===== config.mk =====
export PLATFORM = sky130hd
export DESIGN_NAME = uart_tx_flat
export DESIGN_NICKNAME = d
export VERILOG_FILES = /design/src/rtl/uart_tx_if.sv /design/src/rtl/uart_tx.sv /design/src/flat_wrapper.sv
export SDC_FILE = /design/constraint.sdc
export NUM_CORES = 1
export LEC_CHECK = 0
export BUFFER_PORTS_ARGS = -buffer_cell sky130_fd_sc_hd__buf_2
export CORE_UTILIZATION = 60
export DETAILED_ROUTE_END_ITERATION = 6
export PLACE_DENSITY = 0.8
export SYNTH_ARGS = -nofsm -noshare
export SYNTH_HDL_FRONTEND = slang
export SYNTH_SLANG_ARGS = --single-unit

===== constraint.sdc =====
create_clock -name clk -period 6.4 [get_ports clk]
set_input_delay 0.32 -clock clk [delete_from_list [all_inputs] [get_ports clk]]
set_output_delay 0.32 -clock clk [all_outputs]
set_load 0.02 [all_outputs]

===== src/rtl/uart_tx_if.sv =====
// TX FIFO read handshake between the UART transmit engine and its FIFO.
// master = transmit engine (issues pops), slave = FIFO (supplies the head word).
interface uart_tx_if #(
  parameter int DATA_WIDTH = 8
) ();

  logic                  tx_fifo_empty;
  logic [DATA_WIDTH-1:0] tx_fifo_dout;
  logic                  tx_fifo_read_en;

  modport master (
    input  tx_fifo_empty,
    input  tx_fifo_dout,
    output tx_fifo_read_en
  );

  modport slave (
    output tx_fifo_empty,
    output tx_fifo_dout,
    input  tx_fifo_read_en
  );

endinterface


===== src/rtl/uart_tx.sv =====
// UART serial transmit engine: pops bytes from the TX FIFO and frames them as start/data/parity/stop.
// Optional line-break generation is compiled in with the UART_TX_BREAK_EN macro.
module uart_tx #(
  parameter int DATA_WIDTH = 8,
  parameter int BAUD_WIDTH = 32
) (
  input  logic                  clk,
  input  logic                  reset,
  input  logic [BAUD_WIDTH-1:0] BAUD,
  input  logic [1:0]            PARITY_MODE,
  input  logic [1:0]            STOP_BITS,
`ifdef UART_TX_BREAK_EN
  input  logic                  send_break,
`endif
  uart_tx_if.master             fifo,
  output logic                  tx,
  output logic                  tx_busy,
  output logic                  tx_done_tick
);

  localparam int IDX_W = (DATA_WIDTH > 1) ? $clog2(DATA_WIDTH) : 1;
  localparam logic [IDX_W-1:0]      IDX_LAST = IDX_W'(DATA_WIDTH - 1);
  localparam logic [BAUD_WIDTH-1:0] BAUD_ONE = {{(BAUD_WIDTH-1){1'b0}}, 1'b1};

  typedef enum logic [2:0] {
    IDLE,
    START,
    DATA,
    PARITY,
    STOP
  } state_t;

  state_t                state;
  state_t                state_next;
  logic [BAUD_WIDTH-1:0] bit_cnt;
  logic [BAUD_WIDTH-1:0] bit_cnt_next;
  logic [IDX_W-1:0]      idx;
  logic [IDX_W-1:0]      idx_next;
  logic [IDX_W-1:0]      idx_inc;
  logic                  stop_cnt;
  logic                  stop_cnt_next;
  logic                  tx_next;
  logic                  busy_next;

  logic [DATA_WIDTH-1:0] data_reg;
  logic [BAUD_WIDTH-1:0] baud_reg;
  logic [1:0]            parity_reg;
  logic [1:0]            stop_reg;

  logic [BAUD_WIDTH-1:0] baud_live;
  logic [BAUD_WIDTH-1:0] baud_last;
  logic                  bit_end;
  logic                  parity_en;
  logic                  parity_bit;
  logic                  chain_ok;
  logic                  read_en_c;
  logic                  done_c;
  logic                  load;

`ifdef UART_TX_BREAK_EN
  logic                  mark_pending;
  logic                  mark_next;
  logic [BAUD_WIDTH-1:0] baud_live_last;
`endif

  // A divisor of zero would never end a bit, so it runs as one cycle per bit.
  assign baud_live  = (BAUD == '0) ? BAUD_ONE : BAUD;
  assign baud_last  = baud_reg - BAUD_ONE;
  assign bit_end    = (bit_cnt == baud_last);
  assign idx_inc    = idx + 1'b1;
  assign parity_en  = (parity_reg == 2'b01) || (parity_reg == 2'b10);
  assign parity_bit = (parity_reg == 2'b01) ? ~^data_reg : ^data_reg;

`ifdef UART_TX_BREAK_EN
  assign baud_live_last = baud_live - BAUD_ONE;
  assign chain_ok       = !fifo.tx_fifo_empty && !send_break;
`else
  assign chain_ok       = !fifo.tx_fifo_empty;
`endif

  // Strobes are combinational so a pop and a done tick share the last stop cycle.
  assign fifo.tx_fifo_read_en = read_en_c & ~reset;
  assign tx_done_tick         = done_c & ~reset;

  always_ff @(posedge clk) begin
    if (reset) begin
      state      <= IDLE;
      bit_cnt    <= '0;
      idx        <= '0;
      stop_cnt   <= 1'b0;
      tx         <= 1'b1;
      tx_busy    <= 1'b0;
      data_reg   <= '0;
      baud_reg   <= '0;
      parity_reg <= 2'b00;
      stop_reg   <= 2'b00;
`ifdef UART_TX_BREAK_EN
      mark_pending <= 1'b0;
`endif
    end else begin
      state    <= state_next;
      bit_cnt  <= bit_cnt_next;
      idx      <= idx_next;
      stop_cnt <= stop_cnt_next;
      tx       <= tx_next;
      tx_busy  <= busy_next;
`ifdef UART_TX_BREAK_EN
      mark_pending <= mark_next;
`endif
      if (load) begin
        data_reg   <= fifo.tx_fifo_dout;
        baud_reg   <= baud_live;
        parity_reg <= PARITY_MODE;
        stop_reg   <= STOP_BITS;
      end
    end
  end

  always_comb begin
    state_next    = state;
    bit_cnt_next  = bit_cnt;
    idx_next      = idx;
    stop_cnt_next = stop_cnt;
    tx_next       = tx;
    busy_next     = tx_busy;
    read_en_c     = 1'b0;
    done_c        = 1'b0;
    load          = 1'b0;
`ifdef UART_TX_BREAK_EN
    mark_next     = mark_pending;
`endif

    case (state)
      IDLE: begin
        tx_next      = 1'b1;
        bit_cnt_next = '0;
`ifdef UART_TX_BREAK_EN
        // After a break the line must show one full mark bit before the next start bit.
        if (send_break) begin
          tx_next   = 1'b0;
          mark_next = 1'b1;
        end else if (mark_pending) begin
          if (bit_cnt == baud_live_last) begin
            mark_next = 1'b0;
          end else begin
            bit_cnt_next = bit_cnt + 1'b1;
          end
        end else
`endif
        if (!fifo.tx_fifo_empty) begin
          read_en_c  = 1'b1;
          load       = 1'b1;
          busy_next  = 1'b1;
          tx_next    = 1'b0;
          state_next = START;
        end
      end

      START: begin
        if (bit_end) begin
          bit_cnt_next = '0;
          idx_next     = '0;
          tx_next      = data_reg[0];
          state_next   = DATA;
        end else begin
          bit_cnt_next = bit_cnt + 1'b1;
        end
      end

      DATA: begin
        if (bit_end) begin
          bit_cnt_next = '0;
          if (idx == IDX_LAST) begin
            if (parity_en) begin
              tx_next    = parity_bit;
              state_next = PARITY;
            end else begin
              tx_next       = 1'b1;
              stop_cnt_next = 1'b0;
              state_next    = STOP;
            end
          end else begin
            idx_next = idx_inc;
            tx_next  = data_reg[idx_inc];
          end
        end else begin
          bit_cnt_next = bit_cnt + 1'b1;
        end
      end

      PARITY: begin
        if (bit_end) begin
          bit_cnt_next  = '0;
          tx_next       = 1'b1;
          stop_cnt_next = 1'b0;
          state_next    = STOP;
        end else begin
          bit_cnt_next = bit_cnt + 1'b1;
        end
      end

      STOP: begin
        tx_next = 1'b1;
        if (bit_end) begin
          bit_cnt_next = '0;
          if (stop_cnt || (stop_reg == 2'b00)) begin
            done_c = 1'b1;
            // Chain straight into the next start bit with no idle gap.
            if (chain_ok) begin
              read_en_c  = 1'b1;
              load       = 1'b1;
              tx_next    = 1'b0;
              state_next = START;
            end else begin
              busy_next  = 1'b0;
              state_next = IDLE;
            end
          end else begin
            stop_cnt_next = 1'b1;
          end
        end else begin
          bit_cnt_next = bit_cnt + 1'b1;
        end
      end

      default: begin
        tx_next    = 1'b1;
        busy_next  = 1'b0;
        state_next = IDLE;
      end
    endcase
  end

endmodule


===== src/flat_wrapper.sv =====
// flat-port wrapper written by rule: the top's interface ports become plain ports
module uart_tx_flat 
#(
  parameter int DATA_WIDTH = 8,
  parameter int BAUD_WIDTH = 32
)
  (clk, reset, BAUD, PARITY_MODE, STOP_BITS, tx, tx_busy, tx_done_tick, fifo_tx_fifo_empty, fifo_tx_fifo_dout, fifo_tx_fifo_read_en);
  uart_tx_if #(.DATA_WIDTH(DATA_WIDTH)) fifo_i ();
  input  logic clk;
  input  logic reset;
  input  logic [BAUD_WIDTH-1:0] BAUD;
  input  logic [1:0] PARITY_MODE;
  input  logic [1:0] STOP_BITS;
  output logic tx;
  output logic tx_busy;
  output logic tx_done_tick;
  input wire logic [$bits(fifo_i.tx_fifo_empty)-1:0] fifo_tx_fifo_empty;
  input wire logic [$bits(fifo_i.tx_fifo_dout)-1:0] fifo_tx_fifo_dout;
  output wire logic [$bits(fifo_i.tx_fifo_read_en)-1:0] fifo_tx_fifo_read_en;
  assign fifo_i.tx_fifo_empty = fifo_tx_fifo_empty;
  assign fifo_i.tx_fifo_dout = fifo_tx_fifo_dout;
  assign fifo_tx_fifo_read_en = fifo_i.tx_fifo_read_en;
  uart_tx #(.DATA_WIDTH(DATA_WIDTH), .BAUD_WIDTH(BAUD_WIDTH)) u_core (.clk(clk), .reset(reset), .BAUD(BAUD), .PARITY_MODE(PARITY_MODE), .STOP_BITS(STOP_BITS), .fifo(fifo_i), .tx(tx), .tx_busy(tx_busy), .tx_done_tick(tx_done_tick));
endmodule

==> out/metrics.cfg <==
[detailed_routing]
drtIter0Drc=565
via_per_inst=6.789
wl_per_cell_um=18.01
final_antenna_net_count=0
drc=0
num_vias=5723
firstDrtPassIters=5
drt_wl_total_mm=15.19

[setup_path]
worst_path_most_repeated_cell=nor4b_1
critPathArrivalTime_ns=4.33
cp_num_buf_inv=3
required_ns=6.08
crit_fanout=44
worstSetupStartpoint=u_core.baud_reg[0]
end_kind=primary output
crit_path_start_kind=register
r2r-end=u_core.bit_cnt[8]
r2r_slack_ns=2.28
path_cells=inv_1, ha_1, nor4b_1, nand4_1, or2_2, xnor2_1, nor4b_1, o2111ai_2, o41a_1, buf_4, nor3_1, buf_2
r2r_cells=12
crit_type=reg2out
path_delay_family=simple AND/OR/NAND/NOR gates
critPathSlowestCell=o41a_1
max_stage_delay_ns=0.51
r2r_start=u_core.baud_reg[0]

[timing]
final.setup.tns_ns=0
post-route-min-period_ns=4.655
min_period_over_period=0.7273
finalWorstSetupSlack_ns=1.745
relSlewSlack=0.3874
tightest_slew_ns=0.9176
skew_ns=0.009740
setup_viol=0
hold_violations=0
fmax_mhz=214.8
rsz0062_at_grt=no
maxSlewViolCount=0

[clocking]
cts_tree=done
cts_resized=0
cts_root_buf=clkbuf_8
clkTransAtPathRegs_ns=0.09
htree_levels=3
clock_latency_ns=0.36
postCtsSetupRepairBufs=0
numCtsBuffers=9
clkSinkCount=85
postCtsHoldBufs=0
clock_path_buffers=2

[placement]
placed_cells=827
place_hpwl_mm=10.91
post-place-ws_ns=2.245
globalplace.congestion=0.9373
port_buffers=50
placed_area_um2=5836

[pwr]
p_per_area_nw_per_um2=263.1
p_leak_nw=2.089
peakVddDrop_v=0.0001404

[die]
rows=34
core_area_um2=8891
initial_core_util=0.6334
die_width_um=98.88
dieHeight_um=98.88
dieArea_um2=9777
ios=51

[synthesis]
ys_seq_elements=85
synth_edf_count=0
synth_ff_type=dfxtp_1
yosysTopAreaCellShare=0.3022
synthCells=713
ys_top_cells_by_area=dfxtp_1 (30%), xnor2_1 (5.6%), nand3_1 (5.3%)
ys_warn_count=0
synth_largest_area_cell=dfxtp_1
syn_avg_cell_area_um2=7.899
syn-cell-area_um2=5632
async_reset_ff_frac=0
yosysSeqAreaShare=0.3022
syn_nets=765
ys_types=74

[hold_path]
hp-class=in2reg
hold_start=fifo_tx_fifo_dout[7]
hold_depth=3
holdPathEnd=u_core.data_reg[7]

[flow_run]
drv_cap=0

[global_route]
antenna_found_initial=0
grt_overflow_total=0
grt_max_degree=56
grt_pass1_wl_mm=25.19
grt_pass1_vias=5165
grtUsageTotal=0.3190

[final_layout]
syn_to_final_growth_pct=7.332
layout.cells.non_filler=843
mostFrequentLayoutCell=dfxtp_1
n_antenna_cell=0
drive_above_1_share=0.1306
design_area_um2=6045
finish.net_count=782
fin_util=0.6798
layout_common_cells=dfxtp_1 (85), nand3_1 (60), a21oi_1 (56), buf_2 (50), o21ai_1 (45)

[run_status]
status=completed

kinds of logic (layout without fill, tap and decap cells):
family,count (synthesis),in the layout,synth area share
compound gates,220,220,0.2604
xor+xnor,49,49,0.07621
fa+ha+maj,5,5,0.01111
buf+inv,64,86,0.05110
flops,85,85,0.3022
mux,6,6,0.01533
simple gates,284,284,0.2837
per-stage QoR:
step                      hold WS (ns)  power [mW]
after CTS                       0.1883       1.581
after global placement          0.4592       1.167
after detailed placement        0.4722       1.190
final                           0.1984       1.590
after floorplan                 0.4477       1.054
after global routing            0.1885       1.675
worst reg2reg max path: cells and delay by family (launching register included):
family                     cells  cell delay (ns)
adders and majority gates      1             0.32
and+or+nand+nor                5             1.76
buffers and inverters          2             0.52
AOI/OAI and AO/OA              3             0.92
DFF                            1             0.35
xor gates and xnor gates       1             0.14
metal layers:
layer,vias to the layer above,part of all wire,track usage
met5,-,0,0
met4,0,0.025,0.1309
met3,37,0.085,0.04894
met2,287,0.45,0.4900
met1,2666,0.44,0.4467
li1,2733,-,-
worst max path at each step:
| stage | cells after the start | to |
|---|---|---|
| final | 12 | fifo_tx_fifo_read_en |
| after global routing | 12 | fifo_tx_fifo_read_en |
| after CTS | 12 | fifo_tx_fifo_read_en |
| after detailed placement | 12 | fifo_tx_fifo_read_en |
| after global placement | 10 | fifo_tx_fifo_read_en |
| after floorplan | 12 | fifo_tx_fifo_read_en |
cell type report:
class,count,area (µm²)
clock inverters,6,71.32
well taps,108,135.1
clock buffers,10,137.6
inverters,13,48.80
repair buffers,57,302.8
multi-input cells,564,3647
fillers,743,2846
flip-flops and latches,85,1702
where the power goes:
group | leakage, nW | switching, mW | total, mW | internal [mW]
logic | 1.30 | 0.347 | 0.563 | 0.216
registers | 0.693 | 0.0614 | 0.632 | 0.570
clock network | 0.0991 | 0.202 | 0.396 | 0.194
total | 2.09 | 0.610 | 1.59 | 0.980
synthesized netlist by cell type (7+ instances only):
library cell / number
a21o_1: 9
a21oi_1: 56
and3_1: 12
clkbuf_1: 39
dfxtp_1: 85
inv_1: 13
nand2_1: 32
nand2b_1: 8
nand3_1: 60
nand4_1: 12
nor2_1: 37
nor3_1: 28
nor3b_1: 15
nor4_1: 22
nor4b_1: 7
o21a_1: 13
o21ai_0: 14
o21ai_1: 45
o311ai_1: 9
o31a_1: 7
o31ai_1: 10
or2_2: 7
xnor2_1: 36
xor2_1: 13
Note: power is estimated with default switching activity, not from simulation.
